### src/rtl/seq_ctrl.sv
// seq_ctrl: multi-cycle instruction sequencer.
// It steps each instruction through FETCH, DECODE, EXECUTE, MEMORY, WRITEBACK
// and PCUPD. It owns the PC register, the retired-instruction counter and the
// halt status.
// Optional build macro SINGLE_STEP_EN: PCUPD returns to IDLE, so each start
// pulse executes exactly one instruction. Without it, PCUPD goes straight back
// to FETCH and execution runs freely.
module seq_ctrl #(
  parameter int unsigned          ADDR_W      = 64,
  parameter logic [ADDR_W-1:0]    RESET_PC    = '0,
  parameter int unsigned          MEM_TIMEOUT = 16
) (
  input  logic              clk,
  input  logic              rst_n,
  input  logic              start,
  input  logic [3:0]        icode,
  input  logic              instr_valid,
  input  logic              imem_err,
  input  logic              dmem_err,
  input  logic              mem_ack,
  input  logic [ADDR_W-1:0] new_pc,
  output logic [ADDR_W-1:0] pc,
  output logic [2:0]        stage,
  output logic              mem_req,
  output logic              wb_en,
  output logic [2:0]        stat,
  output logic              halted,
  output logic [31:0]       instr_cnt
);

  typedef enum logic [2:0] {
    S_IDLE      = 3'd0,
    S_FETCH     = 3'd1,
    S_DECODE    = 3'd2,
    S_EXECUTE   = 3'd3,
    S_MEMORY    = 3'd4,
    S_WRITEBACK = 3'd5,
    S_PCUPD     = 3'd6,
    S_HALT      = 3'd7
  } state_e;

  localparam logic [2:0] STAT_AOK = 3'd1;
  localparam logic [2:0] STAT_HLT = 3'd2;
  localparam logic [2:0] STAT_ADR = 3'd3;
  localparam logic [2:0] STAT_INS = 3'd4;

  // The last wait cycle is the one whose counter value equals MEM_TIMEOUT-1.
  // MEM_TIMEOUT never exceeds 255, so 8 bits hold every count.
  localparam logic [7:0] WAIT_LAST = 8'(MEM_TIMEOUT - 1);

  state_e              state_q, state_d;
  logic [ADDR_W-1:0]   pc_q, pc_d;
  logic [2:0]          stat_q, stat_d;
  logic [31:0]         cnt_q, cnt_d;
  logic [7:0]          wait_q, wait_d;
  logic [3:0]          icode_q, icode_d;
  logic                is_mem_op;

  // Instructions that access data memory: loads, stores, calls, returns,
  // pushes and pops.
  assign is_mem_op = icode_q inside {4'h4, 4'h5, 4'h8, 4'h9, 4'hA, 4'hB};

  // State register. Reset is asynchronous, so an instruction caught
  // mid-flight is dropped without retiring.
  always_ff @(posedge clk or negedge rst_n) begin
    if (!rst_n) begin
      state_q <= S_IDLE;
      pc_q    <= RESET_PC;
      stat_q  <= STAT_AOK;
      cnt_q   <= '0;
      wait_q  <= '0;
      icode_q <= '0;
    end else begin
      // NOTE: non-blocking assignments make every register sample the old
      // values, which keeps the order of these statements irrelevant.
      state_q <= state_d;
      pc_q    <= pc_d;
      stat_q  <= stat_d;
      cnt_q   <= cnt_d;
      wait_q  <= wait_d;
      icode_q <= icode_d;
    end
  end

  // Next-state logic for the sequencer, the PC, the counters and the status.
  always_comb begin
    // NOTE: each signal defaults to its held value first, so every path
    // through the case assigns it and no latch is inferred.
    state_d = state_q;
    pc_d    = pc_q;
    stat_d  = stat_q;
    cnt_d   = cnt_q;
    wait_d  = wait_q;
    icode_d = icode_q;

    unique case (state_q)
      S_IDLE: begin
        if (start) state_d = S_FETCH;
      end
      S_FETCH: begin
        icode_d = icode;
        if (imem_err) begin
          stat_d  = STAT_ADR;
          state_d = S_HALT;
        end else if (!instr_valid) begin
          stat_d  = STAT_INS;
          state_d = S_HALT;
        end else if (icode == 4'h0) begin
          stat_d  = STAT_HLT;
          state_d = S_HALT;
        end else begin
          state_d = S_DECODE;
        end
      end
      S_DECODE: state_d = S_EXECUTE;
      S_EXECUTE: begin
        wait_d  = '0;              // fresh wait budget on MEMORY entry
        state_d = S_MEMORY;
      end
      S_MEMORY: begin
        if (!is_mem_op) begin
          state_d = S_WRITEBACK;   // no request, so mem_ack is ignored
        end else if (mem_ack) begin
          if (dmem_err) begin
            stat_d  = STAT_ADR;
            state_d = S_HALT;
          end else begin
            state_d = S_WRITEBACK;
          end
        end else if (wait_q == WAIT_LAST) begin
          stat_d  = STAT_ADR;
          state_d = S_HALT;
        end else begin
          wait_d = wait_q + 8'd1;
        end
      end
      S_WRITEBACK: state_d = S_PCUPD;
      S_PCUPD: begin
        pc_d  = new_pc;
        cnt_d = (cnt_q == 32'hFFFF_FFFF) ? cnt_q : cnt_q + 32'd1;
`ifdef SINGLE_STEP_EN
        state_d = S_IDLE;
`else
        state_d = S_FETCH;
`endif
      end
      S_HALT: state_d = S_HALT;
      default: state_d = S_IDLE;
    endcase
  end

  // The strobes are decoded from the current state, so reset clears them
  // immediately. stat_q stays AOK until the cycle the block enters HALT.
  assign stage     = state_q;
  assign mem_req   = (state_q == S_MEMORY) && is_mem_op;
  assign wb_en     = (state_q == S_WRITEBACK);
  assign halted    = (state_q == S_HALT);
  assign stat      = stat_q;
  assign pc        = pc_q;
  assign instr_cnt = cnt_q;

endmodule

### config.mk
export PLATFORM = sky130hd
export DESIGN_NAME = seq_ctrl
export DESIGN_NICKNAME = d
export VERILOG_FILES = /design/src/rtl/seq_ctrl.sv
export SDC_FILE = /design/constraint.sdc
export NUM_CORES = 1
export LEC_CHECK = 0
export CORE_UTILIZATION = 40
export CTS_CLUSTER_DIAMETER = 50
export CTS_CLUSTER_SIZE = 25
export DETAILED_ROUTE_END_ITERATION = 16
export PLACE_DENSITY_LB_ADDON = 0.05
export SLEW_MARGIN = 0
export SYNTH_ARGS = -nofsm -noshare
export SYNTH_HDL_FRONTEND = slang
export SYNTH_SLANG_ARGS = --single-unit
export TNS_END_PERCENT = 100
### constraint.sdc
create_clock -name clk -period 2 [get_ports clk]
set_input_delay 0.6 -clock clk [delete_from_list [all_inputs] [get_ports clk]]
set_output_delay 0.6 -clock clk [all_outputs]
set_load 0.02 [all_outputs]
==> summary.md <==
| Metric | Value |
|---|---|
| Status | `finished with violations` |
| Failing checks | `setup timing` |
| Syn avg cell area | `9.36 µm²` |
| Gr usage total | `0.222` |
| Most frequent cells in the layout | `nand2_1 (211), dfrtp_1 (110), clkdlybuf4s50_1 (89)` |
| Crit path launch | `stage[0]` |
| Vias | `4421` |
| Share of cells above drive strength 1 | `0.132` |
| Clock root cell | `clkbuf_16` |
| Routability congestion estimate | `0.832` |
| Register bit total from synthesis | `113` |
| Req. time, crit path | `1.40 ns` |
| Worst setup EP type | `output port` |
| Routed WL | `about 13 mm` |
| Top_reg_cell synth | `dfrtp_1` |
| Ant diodes | `0` |
| Async set-or-reset flop fraction in the synthesized netlist | `1.00` |
| Full die area | `12600 µm²` |
| Final ANT Viol Nets | `0` |
| Crit path kind | `flop to output port` |
| Vias per cell | `4.96` |
| Vias in the first global route | `4459` |
| Crit path max fanout | `2` |
| Crit start category | `flop` |
| Worst vdd ir | `0.000430 V` |
| Pwr Total | `5370 µW` |
| CTS tree | `done` |
| Fin nets | `814` |
| Unrepaired setup endpoints after global routing | `yes` |
| Crit path time final | `2.10 ns` |
| CP Data Arrival Time | `1.50 ns` |
| Final hold vios | `0` |
| Final Setup Violations | `2` |
| Max Cap Viol | `0` |
| Placed Instances | `860` |
| Utilization after layout | `0.663` |
| Area of the multi-input gates | `2010 µm²` |
| Synth area leaders | `dfrtp_1 (57%), nand2_1 (16%), xnor2_1 (3.2%), xor2_1 (2.5%), nand4_1 (2.3%)` |
| Mapped cell area | `around 4900 µm²` |
| Area leader, netlist | `dfrtp_1` |
| Initial antenna violation count | `0` |
| Period utilization | `1.05` |
| Die Width | `around 110 µm` |
| Largest net degree at the start of global routing | `65` |
| Seq/Total Area, Yosys | `0.580` |
| Worst-Skew Late Latency | `0.41 ns` |
| Cell variety after synth | `42` |
| Routed len/inst | `14.8 µm` |
| Setup WS post-layout | `-0.0985 ns` |
| Clock sinks | `113` |
| Num CTS Buffers | `17` |
| Longest Clk Path Bufs | `2` |
| Max Slew Vio Count | `0` |
| Clock skew | `just over 0.008 ns` |
| Max H-tree Level | `4` |
| Clock slew at reported path FFs | `~0.050 ns` |
| Ports | `180` |
| Register area | `2830 µm²` |
| Most common cell after layout, fill and taps aside | `nand2_1` |
| Yosys warns | `0` |
| Hold Path Class | `input pin to async pin` |
| Pin slew with the least headroom to its limit | `0.665 ns` |
| FF-to-FF path depth | `7` |
| Initial DRT Pass Iterations | `4` |
| Worst R2R Setup Slack | `-0.01 ns` |
| Pwr per Cell Area | `695 nW/µm²` |
| Overflow after GRT | `0` |
| Rows | `39` |
| PortBufs | `approximately 180` |
| Syn_nets | `598` |
| DR iter-0 viols | `~230` |
| Slew headroom | `0.556` |
| Fmax | `0.477 GHz` |
| Total core area | `between 10000 and 15000 µm²` |
| Post-synth EDFFs | `0` |
| Fin cells | `892` |
| # fillers | `959` |
| Fin Setup TNS | `-0.110 ns` |
| Cells after Synth | `521` |
| Dpl hpwl | `around 9.3 mm` |
| Launch point of the worst reg-to-reg path | `stage[0]` |
| Number of remaining DRC errors | `0` |
| First-pass GRT wire length | `21.7 mm` |
| P_leak | `0.00346 µW` |
| Die Y | `roughly 110 µm` |
| Post-Place Setup Slack | `-0.399 ns` |
| Post-synth top area share | `0.575` |
| Layout Area Growth over Synthesis | `58.4%` |
| Initial Util | `0.418` |
## routing by layer
| layer | part of all wire | global-route usage | up-vias |
|---|---|---|---|
| met5 | 0 | 0 | - |
| met4 | 0.023 | 0.104 | 0 |
| met3 | 0.084 | 0.0815 | 23 |
| met2 | 0.47 | 0.359 | 162 |
| met1 | 0.42 | 0.264 | 2081 |
| li1 | - | - | 2155 |
## path summary, 6_finish.rpt
| path | endpoint |
|---|---|
| worst max-delay path | mem_req |
| worst min-delay path | instr_cnt[7] |
| worst max register to register | wait_q[3] |
| worst min register to register | pc[51] |
| max in group asynchronous | stat[0] |
| min in group clk | pc[51] |
## synth_stat cells (all sizes together), types with 8 or more instances
cell and number:
nand2 212, dfrtp 112, nand3 20, nand4 18
nor2 18, xnor2 18, xor2 14, buf 13
nor4 10, clkbuf 9, nor3 9, o21ai 9
a21oi 8
## area by class of cell
| class | instances | area share |
|---|---|---|
| tap | 143 | 0.0232 |
| clock inverter | 5 | 0.00648 |
| clock buffer | 26 | 0.0672 |
| sequential | 113 | 0.366 |
| timing repair buffer | 219 | 0.274 |
| inverter | 5 | 0.00243 |
| multi-input combinational | 381 | 0.261 |
## critical path, cell delays in order, from the launching register on
cell and delay, ns:
dfrtp_1 0.37, or3b_4 0.43, a21oi_4 0.15, buf_6 0.14
## registers in the layout, indices dropped and copies added, names as in the netlist
name and count:
pc 64, instr_cnt 32, wait_q 8, icode_q 3, stage 3, stat 3
## stage by stage
stage               cell area (µm²)  hold slack, ns
global placement               7110           0.457
floorplan                      4890           0.304
finish                         7730          0.0923
global route                   7730           0.106
detailed placement             7110           0.462
CTS                            7600          0.0872
## cells by family (layout without fill, tap and decap cells)
family                   Yosys count  in the layout  synth area share
AND/OR/NAND/NOR                  315            315             0.285
multiplexers                       7              7            0.0159
buffers and inverters             27            255            0.0226
adder cells (fa/ha/maj)            2              2           0.00513
flip-flops                       113            113             0.580
XOR/XNOR                          32             32            0.0575
AO/OA/AOI/OAI                     25             25            0.0336
## what timing repair did
action	4_1_cts	5_1_grt
pin swaps	1	7
hold buffers	0	0
resized for setup	80	36
setup endpoints to repair	70	44
setup buffers	0	1
## where the power goes
part | total (µW) | switching (µW) | internal (µW)
Sequential | 2290 | 0 | 2290
Combinational | 209 | 69.8 | 139
Clock | 2870 | 983 | 1890
No activity file was read; power rests on OpenSTA's default activity.
